<file path="src/rtl/demux_sched_pkg.sv">
// Shared constants and state encoding for the 1x8 demux round-robin scheduler.
package demux_sched_pkg;

  localparam int unsigned NCH  = 8;
  localparam int unsigned SELW = 3;
  localparam int unsigned CNTW = 4;

  typedef enum logic [1:0] {
    IDLE  = 2'd0,
    GRANT = 2'd1,
    GAP   = 2'd2
  } state_e;

  // One-hot channel mask for a select index
  function automatic logic [NCH-1:0] onehot(input logic [SELW-1:0] idx);
    return NCH'(1) << idx;
  endfunction

endpackage

</file>
<file path="src/rtl/demux_1x8_sched_rr_pick.sv">
// Combinational round-robin picker: first set request at or after ptr, wrapping mod 8.
module rr_pick_8
  import demux_sched_pkg::*;
(
  input  logic [NCH-1:0]  req,
  input  logic [SELW-1:0] ptr,
  output logic            any,
  output logic [SELW-1:0] idx
);

  // Walk from the farthest candidate back to ptr so the nearest set bit wins
  always_comb begin
    idx = ptr;
    for (int i = NCH - 1; i >= 0; i--) begin
      if (req[ptr + SELW'(i)]) idx = ptr + SELW'(i);
    end
  end

  assign any = |req;

endmodule

</file>
<file path="src/rtl/demux_1x8_sched.sv">
// Round-robin scheduler sharing one valid/ready stream across 8 demux channels.
module demux_1x8_sched
  import demux_sched_pkg::*;
#(
  parameter int unsigned DW        = 1,
  parameter int unsigned MAX_BEATS = 4
) (
  input  logic            clk,
  input  logic            rst_n,
  input  logic [NCH-1:0]  req,
  input  logic            in_valid,
  input  logic [DW-1:0]   in_data,
  output logic            in_ready,
  output logic [SELW-1:0] sel,
  output logic [NCH-1:0]  gnt,
  output logic            busy,
  output logic [NCH-1:0]  out_valid,
  output logic [DW-1:0]   out_data
);

  state_e          r_state;
  logic [SELW-1:0] r_sel;
  logic [SELW-1:0] r_ptr;
  logic [NCH-1:0]  r_gnt;
  logic [NCH-1:0]  r_out_valid;
  logic [DW-1:0]   r_out_data;
  logic [CNTW-1:0] r_cnt;
  logic            r_busy;

  logic            w_any;
  logic [SELW-1:0] w_idx;
  logic            w_req_sel;
  logic            w_xfer;
  logic            w_last;

  rr_pick_8 u_pick (
    .req (req),
    .ptr (r_ptr),
    .any (w_any),
    .idx (w_idx)
  );

  // Ready follows the granted channel's request only; in_valid never gates it
  assign w_req_sel = req[r_sel];
  assign in_ready  = (r_state == GRANT) && w_req_sel;
  assign w_xfer    = in_ready && in_valid;
  assign w_last    = (r_cnt == CNTW'(MAX_BEATS - 1));

  always_ff @(posedge clk or negedge rst_n) begin
    if (!rst_n) begin
      r_state     <= IDLE;
      r_sel       <= '0;
      r_ptr       <= '0;
      r_gnt       <= '0;
      r_out_valid <= '0;
      r_out_data  <= '0;
      r_cnt       <= '0;
      r_busy      <= 1'b0;
    end else begin
      r_out_valid <= '0;
      case (r_state)
        IDLE: begin
          if (w_any) begin
            r_sel   <= w_idx;
            r_gnt   <= onehot(w_idx);
            r_cnt   <= '0;
            r_busy  <= 1'b1;
            r_state <= GRANT;
          end
        end
        GRANT: begin
          if (w_xfer) begin
            r_out_valid <= r_gnt;
            r_out_data  <= in_data;
            r_cnt       <= r_cnt + CNTW'(1);
          end
          // Rotate on a dropped request or once the beat budget is spent
          if (!w_req_sel || (w_xfer && w_last)) begin
            r_gnt   <= '0;
            r_busy  <= 1'b0;
            r_ptr   <= r_sel + SELW'(1);
            r_state <= GAP;
          end
        end
        GAP: begin
          r_state <= IDLE;
        end
        default: begin
          r_state <= IDLE;
        end
      endcase
    end
  end

  assign sel       = r_sel;
  assign gnt       = r_gnt;
  assign busy      = r_busy;
  assign out_valid = r_out_valid;
  assign out_data  = r_out_data;

  a_gnt_onehot : assert property (@(posedge clk) disable iff (!rst_n) $onehot0(r_gnt));
  a_ready_in_grant : assert property (@(posedge clk) disable iff (!rst_n)
    in_ready |-> (r_state == GRANT));
  a_ov_follows_gnt : assert property (@(posedge clk) disable iff (!rst_n)
    (r_out_valid == '0) || (r_out_valid == $past(r_gnt)));

endmodule

</file>
<file path="config.mk">
export PLATFORM = sky130hd
export DESIGN_NAME = demux_1x8_sched
export DESIGN_NICKNAME = d
export VERILOG_FILES = /design/src/rtl/demux_sched_pkg.sv /design/src/rtl/demux_1x8_sched_rr_pick.sv /design/src/rtl/demux_1x8_sched.sv
export SDC_FILE = /design/constraint.sdc
export NUM_CORES = 1
export LEC_CHECK = 0
export CAP_MARGIN = 20
export CORE_ASPECT_RATIO = 1.75
export CORE_MARGIN = 2
export CORE_UTILIZATION = 54
export DETAILED_ROUTE_END_ITERATION = 10
export PLACE_DENSITY = 0.9
export SYNTH_ARGS = -nofsm -noshare
export SYNTH_HDL_FRONTEND = slang
export SYNTH_HIERARCHICAL = 1
export SYNTH_SLANG_ARGS = --single-unit
</file>
<file path="constraint.sdc">
create_clock -name clk -period 4.3 [get_ports clk]
set_input_delay 0.43 -clock clk [delete_from_list [all_inputs] [get_ports clk]]
set_output_delay 0.43 -clock clk [all_outputs]
set_load 0.02 [all_outputs]
</file>
* Word level (Yosys, flattened, before mapping)
Index checks and enable logic that the tools add are counted.
** Word-level totals
- Input port bits :: 12
- Register bits :: 30
- Memory bits (read-only) :: 0
- Logic and storage cells :: 86
- Output and inout bits :: 22
- Latch bits :: 0
- RAM bits :: 0
- Memories :: 0
** Cells by class
- Multipliers :: 0
- Div/mod/pow operators :: 0
- Reductions and logical operators :: 14
- Shift-type cells :: 1
- Bitwise gates (word level) :: 0
- $add $sub $neg :: 9
- Order comparisons :: 9
- Equal/unequal tests :: 5
- Mux-type cells :: 40
** Operators by type and width (number)
- 3-bit by 4-bit less-than comparator with 1-bit output, second input constant :: 9
- 8-bit 2-to-1 mux :: 4
- 1-bit binary-select mux with 3-bit select :: 9
- 3-bit 2-to-1 mux :: 8
- 8-bit one-hot mux with 2 select lines :: 1
- 3-bit adder, second input constant :: 4
- 1-bit 2-to-1 mux :: 11
- 4-bit 2-to-1 mux :: 2
- 4-bit one-hot mux with 2 select lines :: 1
- 2-bit AND reduction :: 4
- 8-bit OR reduction :: 1
- 1-bit by 3-bit << shifter with 8-bit output, first input constant :: 1
- 3-bit by 1-bit adder with 3-bit output, second input constant :: 2
- 3-bit by 2-bit adder with 3-bit output, second input constant :: 2
- 3-bit AND reduction :: 2
- 4-bit by 1-bit adder with 4-bit output, second input constant :: 1
- 4-bit by 2-bit equality test with 1-bit output, second input constant :: 1
- 2-bit 2-to-1 mux :: 2
- 2-bit by 1-bit != test with 1-bit output, second input constant :: 2
- 2-bit one-hot mux with 2 select lines :: 1
- 1-bit logical AND :: 3
- 2-bit by 1-bit equality test with 1-bit output, second input constant :: 1
- 2-bit zero test :: 1
- 2-bit != test, second input constant :: 1
- 4 further kinds :: 4

* Logic depth before layout (Yosys ltp)
Gate-level depths: netlist (run 1).
- Depth in word-level cells :: 14
- Gate-level depth with buffers :: 14
- Mapped depth without buffers :: 11

* By module
The synthesis (run 1) kept the hierarchy.
** By module, submodules not included
- demux_1x8_sched :: cells each 123, area each 1315.0 um^2, times used 1, sequential area each 750.7 um^2
- rr_pick_8 :: cells each 94, area each 874.6 um^2, times used 1, sequential area each 0.0 um^2

* Worst setup path after synthesis (run 1)
Ideal clock, no wire load.
- Path type :: register to register
- Start point :: register r_ptr[1]
- End point :: register r_gnt[6], in the netlist gnt[6]
- Path buffers :: 3
- Data required time :: 4.214 ns
- Arrival :: 3.183 ns
- Period minus slack after synthesis :: 3.268 ns
- Stages on the path, launching flop included :: 15
- Setup time :: 0.086 ns
- Setup slack :: 1.032 ns
- Path through :: dfrtp_1 > buf_6 > clkbuf_1 > inv_1 > ha_1 > clkbuf_1 > mux4_2 > mux2i_4 > o21ai_1 > a31oi_1 > o211ai_1 > a221oi_2 > nor2b_1 > nand3_1 > o21ai_0
** Between the ends
- Longest elaborated chain between the ends :: 14
- Elaborated cells between the ends (all ways) :: 34
- Those cells by class :: add/sub: 7; shift: 1; mux: 26
** Ends and longest elaborated chain
- from (decl) :: RTL line demux_1x8_sched.sv:23 : logic [SELW-1:0] r_ptr;
- from (signal assigned) :: RTL line demux_1x8_sched.sv:81 : r_ptr <= r_sel + SELW'(1);
- 3-bit adder :: RTL line demux_1x8_sched_rr_pick.sv:15 : if (req[ptr + SELW'(i)]) idx = ptr + SELW'(i);
- 1-bit binary-select mux with 3-bit select :: RTL line demux_1x8_sched_rr_pick.sv:15
- 1-bit 2-to-1 mux (implied by the code) :: RTL line demux_1x8_sched_rr_pick.sv:15
- 3-bit 2-to-1 mux (7 in series) :: RTL line demux_1x8_sched_rr_pick.sv:15
- 3-bit 2-to-1 mux (*) :: RTL line demux_1x8_sched_rr_pick.sv:15
- net w_idx[1] :: RTL line demux_1x8_sched.sv:31 : logic [SELW-1:0] w_idx;
- 1-bit by 3-bit << shifter with 8-bit output (*) :: RTL line demux_sched_pkg.sv:16 : return NCH'(1) << idx;
- 8-bit 2-to-1 mux (*) :: RTL line demux_1x8_sched.sv:63 : if (w_any) begin
- 8-bit one-hot mux with 2 select lines (*) :: RTL line demux_1x8_sched.sv:61 : case (r_state)
- to (signal assigned) :: RTL line demux_1x8_sched.sv:65 : r_gnt <= onehot(w_idx);
- to (decl) :: RTL line demux_1x8_sched.sv:24 : logic [NCH-1:0] r_gnt;
Mark *: on every way through the listed nets, which the timed path passes. The rest lies on a longest branch. The select of a mux whose other input is x is not followed.
A chain may end at the register's enable or synchronous reset.

* Worst setup path after layout (run 1)
- Start point :: register r_ptr[0]
- End point :: register r_gnt[6], in the netlist gnt[6]
Same word-level chain as after synthesis.

==> flow_results.xml, run 1 <==
<?xml version="1.0" encoding="UTF-8"?>
<metrics>
  <group name="critical_path">
    <metric name="timing.critical_path.arrival" unit="ns">3.60</metric>
    <metric name="timing.critical_path.cells" unit="">buf_4 &gt; inv_1 &gt; ha_1 &gt; mux4_2 &gt; mux2i_4 &gt; o21ai_1 &gt; a31oi_1 &gt; o211ai_1 &gt; a221oi_2 &gt; nor2b_1 &gt; nand3_1 &gt; o21ai_0</metric>
    <metric name="rr_startpoint" unit="">r_ptr[0]</metric>
    <metric name="timing.critical_path.slowest_stage_cell" unit="">sky130_fd_sc_hd__a221oi_2</metric>
    <metric name="setup.worst_path.end_class" unit="">flip-flop</metric>
    <metric name="endpoint" unit="">gnt[6]</metric>
    <metric name="reg2reg_to" unit="">gnt[6]</metric>
    <metric name="critical_path_class" unit="">reg -&gt; reg</metric>
    <metric name="path_max_fanout" unit="">21</metric>
    <metric name="ff2ff_path_depth" unit="">12</metric>
    <metric name="reg2reg_slack" unit="ns">0.90</metric>
    <metric name="critical_path.max_stage_delay" unit="ns">0.51</metric>
    <metric name="worstSetupStartpointType" unit="">flip-flop</metric>
    <metric name="crit_path_start" unit="">r_ptr[0]</metric>
    <metric name="critPathRequiredTime" unit="ns">4.50</metric>
  </group>
  <group name="timing">
    <metric name="rsz_0062_raised_after_global_routing" unit="">no</metric>
    <metric name="post-route-min-period" unit="ns">3.40</metric>
    <metric name="finalSetupTns" unit="ns">0</metric>
    <metric name="fmax" unit="MHz">294</metric>
    <metric name="slew_violations" unit="">0</metric>
    <metric name="setup_violations" unit="">0</metric>
    <metric name="max_slew.worst_pin.slew" unit="ns">0.763</metric>
    <metric name="fin_ws" unit="ns">0.904</metric>
    <metric name="slew-limit-headroom" unit="%">48.4</metric>
    <metric name="min_period_over_period" unit="%">79.0</metric>
    <metric name="timing.clock.skew" unit="ns">0.00910</metric>
    <metric name="finalHoldViolCount" unit="">0</metric>
  </group>
  <group name="routing">
    <metric name="post_drt_wl_per_cell" unit="µm">17.5</metric>
    <metric name="num_vias" unit="">1852</metric>
    <metric name="initialDrtViolationCount" unit="">80</metric>
    <metric name="wire_length_after_detailed_routing" unit="mm">5.22</metric>
    <metric name="detail_route.drc_violations" unit="">0</metric>
    <metric name="drtPass1Iterations" unit="">4</metric>
    <metric name="vias_per_cell" unit="">6.19</metric>
    <metric name="final_antenna_net_count" unit="">0</metric>
  </group>
  <group name="clocking">
    <metric name="max-clock-path-buffers" unit="">2</metric>
    <metric name="cts.reportedPaths.clkPinSlew" unit="ns">0.07</metric>
    <metric name="clock_sink_count" unit="">30</metric>
    <metric name="cts_repair_resize_count" unit="">0</metric>
    <metric name="tritoncts_buffers" unit="">5</metric>
    <metric name="postCtsSetupRepairBufs" unit="">0</metric>
    <metric name="tritoncts" unit="">done</metric>
    <metric name="cts-root-buf" unit="">sky130_fd_sc_hd__clkbuf_8</metric>
    <metric name="clock_tree.htree_level_count" unit="">2</metric>
    <metric name="clock_insertion_delay_worst_skew" unit="ns">0.29</metric>
    <metric name="cts.hold.buffers_added" unit="">0</metric>
  </group>
  <group name="yosys">
    <metric name="netlist.top_cell.by_area" unit="">sky130_fd_sc_hd__dfrtp_1</metric>
    <metric name="avgSynthCellArea" unit="µm²">10.1</metric>
    <metric name="synth_seq_area_share" unit="%">34.3</metric>
    <metric name="mappedNetlistNets" unit="">233</metric>
    <metric name="yosys-top-cells-count" unit="">30 x sky130_fd_sc_hd__dfrtp_1, 28 x sky130_fd_sc_hd__nand2_1, 18 x sky130_fd_sc_hd__mux2i_1, 18 x sky130_fd_sc_hd__nor2_1, 15 x sky130_fd_sc_hd__inv_1</metric>
    <metric name="synthDominantCellAreaShare" unit="%">34.3</metric>
    <metric name="synth_most_common_cell" unit="">sky130_fd_sc_hd__dfrtp_1</metric>
    <metric name="synth-async-reset-ratio" unit="%">100</metric>
    <metric name="synth_enable_flop_cells" unit="">0</metric>
    <metric name="ys_top_cells_by_area" unit="">sky130_fd_sc_hd__dfrtp_1 34%, sky130_fd_sc_hd__mux2i_1 8.2%, sky130_fd_sc_hd__mux4_2 8.2%, sky130_fd_sc_hd__nand2_1 4.8%, sky130_fd_sc_hd__mux2_2 3.6%</metric>
    <metric name="postSynthRegisterBits" unit="">30</metric>
    <metric name="ys_dominant_reg_cell" unit="">sky130_fd_sc_hd__dfrtp_1</metric>
    <metric name="synth.yosys.warnings" unit="">6</metric>
    <metric name="mapped_cell_area" unit="mm²">0.00219</metric>
    <metric name="synth.lib_cells_used.distinct" unit="">52</metric>
    <metric name="postSynthCellCount" unit="">217</metric>
  </group>
  <group name="pwr">
    <metric name="power.density_cell_area" unit="mW/mm²">882</metric>
    <metric name="pwr-share-clk" unit="%">15.1</metric>
    <metric name="p_int" unit="mW">1.28</metric>
    <metric name="netSwitchingFraction" unit="%">45.8</metric>
    <metric name="net-switching-power" unit="mW">1.08</metric>
    <metric name="p_leak" unit="nW">1.15</metric>
    <metric name="share_seq_of_total_power" unit="%">19.1</metric>
    <metric name="power_frac_comb" unit="%">65.8</metric>
    <metric name="vdd_drop_max" unit="V">0.000641</metric>
  </group>
  <group name="die">
    <metric name="die-height" unit="µm">88.2</metric>
    <metric name="initial_core_util" unit="%">56.6</metric>
    <metric name="die_w" unit="µm">52.1</metric>
    <metric name="floorplan.die_area" unit="mm²">0.00460</metric>
    <metric name="io-pin-count" unit="">34</metric>
    <metric name="std_cell_core_area" unit="mm²">0.00387</metric>
    <metric name="fp-row-count" unit="">30</metric>
  </group>
  <group name="placed_design">
    <metric name="port_buffer_count" unit="">33</metric>
    <metric name="place.detailed.hpwl" unit="mm">3.83</metric>
    <metric name="preCtsSetupSlack" unit="ns">0.949</metric>
    <metric name="finalWeightedCongestion" unit="">0.919</metric>
  </group>
  <group name="run">
    <metric name="timing.max_cap.violations" unit="">0</metric>
  </group>
  <group name="grt">
    <metric name="globalRoute.totalOverflow" unit="">0</metric>
    <metric name="groute.usage.overall" unit="%">25.8</metric>
    <metric name="first_global_vias" unit="">1895</metric>
    <metric name="maximum_number_of_pins_on_one_net_before_global_route_repair" unit="">31</metric>
    <metric name="grt_first_pass_wirelength" unit="mm">8.85</metric>
    <metric name="number_of_antenna_violations_at_the_first_check_in_global_routing" unit="">0</metric>
  </group>
  <group name="layout">
    <metric name="flow.area_growth_from_synthesis" unit="%">22.5</metric>
    <metric name="fraction_of_final_layout_cells_with_drive_strength_greater_than_1" unit="%">14.7</metric>
    <metric name="antennaDiodeCount" unit="">0</metric>
    <metric name="nets" unit="">266</metric>
  </group>
  <group name="run_status">
    <metric name="run_status" unit="">finished, final reports clean</metric>
  </group>
  <group name="hold_path">
    <metric name="hold_class" unit="">reg -&gt; reg</metric>
  </group>
</metrics>
## worst max-delay path: cells and delay by family, from the launching register on
family	cells	cell delay, ns
muxes	2	0.70
AOI/OAI and AO/OA	5	1.02
and+or+nand+nor	2	0.35
adders and majority gates	1	0.47
DFF	1	0.33
buffers and inverters	2	0.42
## state kept, by name, summed over array words and instances, names as in the netlist
register,count
gnt,8
out_valid,8
sel,3
out_data,1
r_state,2
r_cnt,4
r_ptr,3
busy,1
## worst min-delay path by stage
stage | start | endpoint | slack (ns) | cells past startpoint
6_report | r_cnt[3] | r_cnt[3] | 0.49 | 1
2_1_floorplan | rst_n | busy | 0.13 | 0
3_3_place_gp | r_cnt[3] | r_cnt[3] | 0.47 | 1
5_1_grt | r_cnt[3] | r_cnt[3] | 0.53 | 1
3_5_place_dp | r_cnt[3] | r_cnt[3] | 0.48 | 1
4_1_cts | r_cnt[3] | r_cnt[3] | 0.49 | 1
## final cells by class
cell class                 instances  area [µm²]
multi-input combinational        162        1320
fill                             293        1180
sequential                        30         751
timing repair buffer              36         353
clock buffer                       6        82.6
clock inverter                     2        60.1
tap                               48        60.1
inverter                          15        56.3
## cells in the final DEF (no fill, tap or decap), types with 2 or more instances in the layout
master / n
sky130_fd_sc_hd__a211oi_1: 2
sky130_fd_sc_hd__a21o_1: 2
sky130_fd_sc_hd__a21oi_1: 2
sky130_fd_sc_hd__a22o_1: 2
sky130_fd_sc_hd__a22oi_1: 2
sky130_fd_sc_hd__a22oi_2: 2
sky130_fd_sc_hd__and3_1: 2
sky130_fd_sc_hd__buf_4: 3
sky130_fd_sc_hd__bufinv_16: 2
sky130_fd_sc_hd__clkbuf_8: 6
sky130_fd_sc_hd__clkdlybuf4s50_1: 33
sky130_fd_sc_hd__dfrtp_1: 30
sky130_fd_sc_hd__ha_1: 4
sky130_fd_sc_hd__inv_1: 15
sky130_fd_sc_hd__mux2_2: 7
sky130_fd_sc_hd__mux2i_1: 18
sky130_fd_sc_hd__mux2i_4: 2
sky130_fd_sc_hd__mux4_1: 2
sky130_fd_sc_hd__mux4_2: 8
sky130_fd_sc_hd__nand2_1: 28
sky130_fd_sc_hd__nand2b_1: 2
sky130_fd_sc_hd__nand3_1: 6
sky130_fd_sc_hd__nand4_1: 5
sky130_fd_sc_hd__nor2_1: 18
sky130_fd_sc_hd__nor2b_1: 6
sky130_fd_sc_hd__nor3b_1: 2
sky130_fd_sc_hd__nor4_1: 2
sky130_fd_sc_hd__o211ai_1: 2
sky130_fd_sc_hd__o21ai_0: 9
sky130_fd_sc_hd__o21ai_1: 3
sky130_fd_sc_hd__o22ai_1: 2
sky130_fd_sc_hd__xor2_1: 2
## stage by stage
step / power, mW / instance area, µm² / utilization, % / instances / hold slack, ns
2_1_floorplan: 1.66 / 2190 / - / 217 / 0.134
3_3_place_gp: 1.93 / 2540 / 65.7 / 291 / 0.466
3_5_place_dp: 1.99 / 2540 / 65.7 / 291 / 0.478
4_1_cts: 2.35 / 2680 / 69.4 / 299 / 0.493
5_1_grt: 2.54 / 2680 / 69.4 / 299 / 0.532
6_report: 2.37 / 2680 / 69.4 / 299 / 0.494
## cell families after synthesis
kind of cell | share of synthesized area (%)
AOI/OAI and AO/OA | 14.3
xor gates and xnor gates | 1.94
adders and majority gates | 2.29
buffers and inverters | 5.43
DFF | 34.3
muxes | 24.5
and+or+nand+nor | 17.2
## power by group through the flow
stage | clock network, mW | registers (mW) | logic (mW)
floorplan | 0 | 0.465 | 1.19
global placement | 0 | 0.451 | 1.48
detailed placement | 0 | 0.456 | 1.53
CTS | 0.361 | 0.452 | 1.54
global route | 0.375 | 0.466 | 1.69
finish | 0.358 | 0.452 | 1.56
## per-layer routing
metal | GRT usage [%] | up-vias | wire length [µm]
met5 | 0 | - | 0
met4 | 13.8 | 0 | 176
met3 | 2.70 | 18 | 265
met2 | 48.2 | 77 | 2970
met1 | 27.7 | 902 | 1810
li1 | - | 855 | -
No activity file was read; power rests on OpenSTA's default activity.
==> inputs of run 2 (changes only) <==
--- a/config.mk
+++ b/config.mk
@@ -8,9 +8,9 @@
 export CAP_MARGIN = 20
 export CORE_ASPECT_RATIO = 1.75
 export CORE_MARGIN = 2
-export CORE_UTILIZATION = 54
+export CORE_UTILIZATION = 49
 export DETAILED_ROUTE_END_ITERATION = 10
-export PLACE_DENSITY = 0.9
+export PLACE_DENSITY = 0.87
 export SYNTH_ARGS = -nofsm -noshare
 export SYNTH_HDL_FRONTEND = slang
 export SYNTH_HIERARCHICAL = 1
==> constraint.sdc (replaced) <==
create_clock -name clk -period 3.1 [get_ports clk]
set_input_delay 0.31 -clock clk [delete_from_list [all_inputs] [get_ports clk]]
set_output_delay 0.31 -clock clk [all_outputs]
set_load 0.02 [all_outputs]
==> run 2 against run 1 <==
Net effect:
- core utilization down 7.3 points
- final area increased by 1.1%
- flip-flop and latch count unchanged
- worst setup slack worse by 0.66 ns
- first-iteration DRC count decreased by 39%
- clock power is 9.8% higher
- non-clock buffer count grew 6
- sequential share of layout area decreased by 0.30 points
- critical path depth stayed put
- global-route usage is 2.7 points lower
- sequential power grew 35%
- worst hold slack worse by 0.094 ns
==> flow_results.xml, run 2 (synthesized netlist as in run 1, its figures left out) <==
<?xml version="1.0" encoding="UTF-8"?>
<metrics>
  <group name="run_status">
    <metric name="run_status" unit="">finished, final reports clean</metric>
  </group>
  <group name="pwr">
    <metric name="design_power_total" unit="mW">3.32</metric>
    <metric name="vdd_drop_max" unit="V">0.000753</metric>
    <metric name="p_leak" unit="nW">1.16</metric>
    <metric name="power.density_cell_area" unit="mW/mm²">1220</metric>
  </group>
  <group name="placed_design">
    <metric name="finalWeightedCongestion" unit="">0.806</metric>
    <metric name="postPlaceCellArea" unit="mm²">0.00259</metric>
    <metric name="post-place-cells" unit="">300</metric>
    <metric name="port_buffer_count" unit="">33</metric>
    <metric name="place.detailed.hpwl" unit="mm">3.92</metric>
  </group>
  <group name="timing">
    <metric name="rsz_0062_raised_after_global_routing" unit="">no</metric>
    <metric name="finalHoldViolCount" unit="">0</metric>
    <metric name="min_period_over_period" unit="%">92.1</metric>
    <metric name="slew_violations" unit="">0</metric>
    <metric name="timing.clock.skew" unit="ns">0.00767</metric>
    <metric name="max_slew.worst_pin.slew" unit="ns">0.589</metric>
    <metric name="finalSetupTns" unit="ns">0</metric>
    <metric name="post-route-min-period" unit="ns">2.85</metric>
    <metric name="fmax" unit="MHz">350</metric>
    <metric name="setup_violations" unit="">0</metric>
    <metric name="slew-limit-headroom" unit="%">60.2</metric>
  </group>
  <group name="routing">
    <metric name="initialDrtViolationCount" unit="">49</metric>
    <metric name="route.met3.wl" unit="µm">157</metric>
    <metric name="met2_wirelength_from_detailed_routing" unit="mm">2.93</metric>
    <metric name="final_antenna_net_count" unit="">0</metric>
    <metric name="route.top_layer_used" unit="">met4</metric>
    <metric name="detail_route.drc_violations" unit="">0</metric>
    <metric name="num_vias" unit="">1838</metric>
    <metric name="wire_length_after_detailed_routing" unit="mm">5.32</metric>
    <metric name="post_drt_wl_per_cell" unit="µm">17.3</metric>
    <metric name="met1Wirelength" unit="mm">2.07</metric>
    <metric name="drtPass1Iterations" unit="">4</metric>
    <metric name="vias_per_cell" unit="">5.97</metric>
  </group>
  <group name="layout">
    <metric name="final_cell_count_no_fill" unit="">308</metric>
    <metric name="postLayoutCoreUtil" unit="%">62.1</metric>
    <metric name="layout_common_cells" unit="">33 x sky130_fd_sc_hd__clkdlybuf4s50_1, 30 x sky130_fd_sc_hd__dfrtp_1, 28 x sky130_fd_sc_hd__nand2_1</metric>
    <metric name="final_area" unit="mm²">0.00271</metric>
    <metric name="flow.area_growth_from_synthesis" unit="%">23.8</metric>
    <metric name="fraction_of_final_layout_cells_with_drive_strength_greater_than_1" unit="%">17.9</metric>
    <metric name="antennaDiodeCount" unit="">0</metric>
    <metric name="final_common_cell" unit="">sky130_fd_sc_hd__clkdlybuf4s50_1</metric>
    <metric name="nets" unit="">272</metric>
  </group>
  <group name="clocking">
    <metric name="tritoncts" unit="">done</metric>
    <metric name="tritoncts_buffers" unit="">5</metric>
    <metric name="cts.hold.buffers_added" unit="">0</metric>
    <metric name="clock_sink_count" unit="">30</metric>
    <metric name="clock_tree.htree_level_count" unit="">2</metric>
    <metric name="clock_insertion_delay_worst_skew" unit="ns">0.29</metric>
    <metric name="cts.reportedPaths.clkPinSlew" unit="ns">0.07</metric>
    <metric name="max-clock-path-buffers" unit="">2</metric>
    <metric name="cts-root-buf" unit="">sky130_fd_sc_hd__clkbuf_8</metric>
  </group>
  <group name="grt">
    <metric name="grt_first_pass_wirelength" unit="mm">8.51</metric>
    <metric name="groute.usage.overall" unit="%">23.2</metric>
    <metric name="maximum_number_of_pins_on_one_net_before_global_route_repair" unit="">31</metric>
    <metric name="first_global_vias" unit="">1857</metric>
    <metric name="number_of_antenna_violations_at_the_first_check_in_global_routing" unit="">0</metric>
    <metric name="globalRoute.totalOverflow" unit="">0</metric>
  </group>
  <group name="die">
    <metric name="io-pin-count" unit="">34</metric>
    <metric name="die_w" unit="µm">54.5</metric>
    <metric name="fp-row-count" unit="">32</metric>
    <metric name="std_cell_core_area" unit="mm²">0.00436</metric>
    <metric name="floorplan.die_area" unit="mm²">0.00504</metric>
    <metric name="initial_core_util" unit="%">50.2</metric>
    <metric name="die-height" unit="µm">92.4</metric>
  </group>
  <group name="critical_path">
    <metric name="crit_path_start" unit="">r_ptr[0]</metric>
    <metric name="worstSetupStartpointType" unit="">flip-flop</metric>
    <metric name="rr_startpoint" unit="">r_ptr[0]</metric>
    <metric name="setup.worst_path.end_class" unit="">flip-flop</metric>
    <metric name="critical_path_class" unit="">reg -&gt; reg</metric>
    <metric name="critPathRequiredTime" unit="ns">3.26</metric>
    <metric name="path_max_fanout" unit="">9</metric>
    <metric name="timing.critical_path.arrival" unit="ns">3.01</metric>
  </group>
  <group name="hold_path">
    <metric name="hold_class" unit="">in -&gt; async</metric>
  </group>
  <group name="run">
    <metric name="timing.max_cap.violations" unit="">0</metric>
  </group>
</metrics>
==> run 2: repair_timing <==
item,CTS,global route
resized for setup,0,3
setup endpoints to repair,0,4
buffers inserted,0,0
==> run 2: worst paths after layout <==
check	endpoint	slack (ns)	cells past startpoint
setup reg to reg	gnt[0]	0.25	12
hold reg to reg	r_cnt[3]	0.49	1
hold / removal	out_valid[0]	0.40	2
setup / recovery	gnt[0]	0.25	12
max in group asynchronous	r_ptr[0]	2.40	2
min in group clk	r_cnt[3]	0.49	1
==> run 2: worst max-delay path: stages, from the launching register on <==
cell and delay, ns:
sky130_fd_sc_hd__dfrtp_1 0.34, sky130_fd_sc_hd__inv_1 0.08, sky130_fd_sc_hd__ha_2 0.44, sky130_fd_sc_hd__mux4_2 0.43
sky130_fd_sc_hd__mux2i_4 0.25, sky130_fd_sc_hd__o21ai_1 0.10, sky130_fd_sc_hd__a31oi_1 0.19, sky130_fd_sc_hd__o211ai_1 0.14
sky130_fd_sc_hd__a221oi_2 0.36, sky130_fd_sc_hd__buf_4 0.19, sky130_fd_sc_hd__nor2_1 0.04, sky130_fd_sc_hd__nand2_1 0.08
sky130_fd_sc_hd__o21ai_0 0.07
==> run 2: layout make-up <==
class | instances | area (µm²)
clock inverter | 3 | 40.0
fill | 345 | 1650
clock buffer | 5 | 68.8
multi-input combinational | 162 | 1330
sequential | 30 | 751
timing repair buffer | 42 | 398
inverter | 15 | 56.3
tap | 51 | 63.8
==> run 2: per-stage QoR <==
| step | worst slack [ns] | hold slack (ns) |
|---|---|---|
| after floorplan | 0.0832 | 0.0144 |
| after global placement | 0.107 | 0.468 |
| after detailed placement | 0.0315 | 0.479 |
| after CTS | 0.188 | 0.415 |
| after global routing | 0.0549 | 0.436 |
| final | 0.246 | 0.400 |
==> run 2: routing by layer <==
layer  global-route usage [%]  up-vias
met5                        0        -
met4                     11.0        0
met3                     3.06       17
met2                     40.0       46
met1                     26.8      908
li1                         -      867
==> run 2: power by group <==
part | leakage, nW | internal [mW] | switching (mW) | total (mW)
logic | 0.707 | 1.03 | 1.29 | 2.32
registers | 0.394 | 0.497 | 0.112 | 0.609
clock network | 0.0579 | 0.236 | 0.156 | 0.393
total | 1.16 | 1.77 | 1.56 | 3.32
==> inputs of run 3 (changes only) <==
--- a/config.mk
+++ b/config.mk
@@ -11,6 +11,7 @@
 export CORE_UTILIZATION = 49
 export DETAILED_ROUTE_END_ITERATION = 10
 export PLACE_DENSITY = 0.87
+export SETUP_SLACK_MARGIN = 0.02
 export SYNTH_ARGS = -nofsm -noshare
 export SYNTH_HDL_FRONTEND = slang
 export SYNTH_HIERARCHICAL = 1
==> results of run 3 <==
Final layout, timing and power as in run 2 (identical DEF).
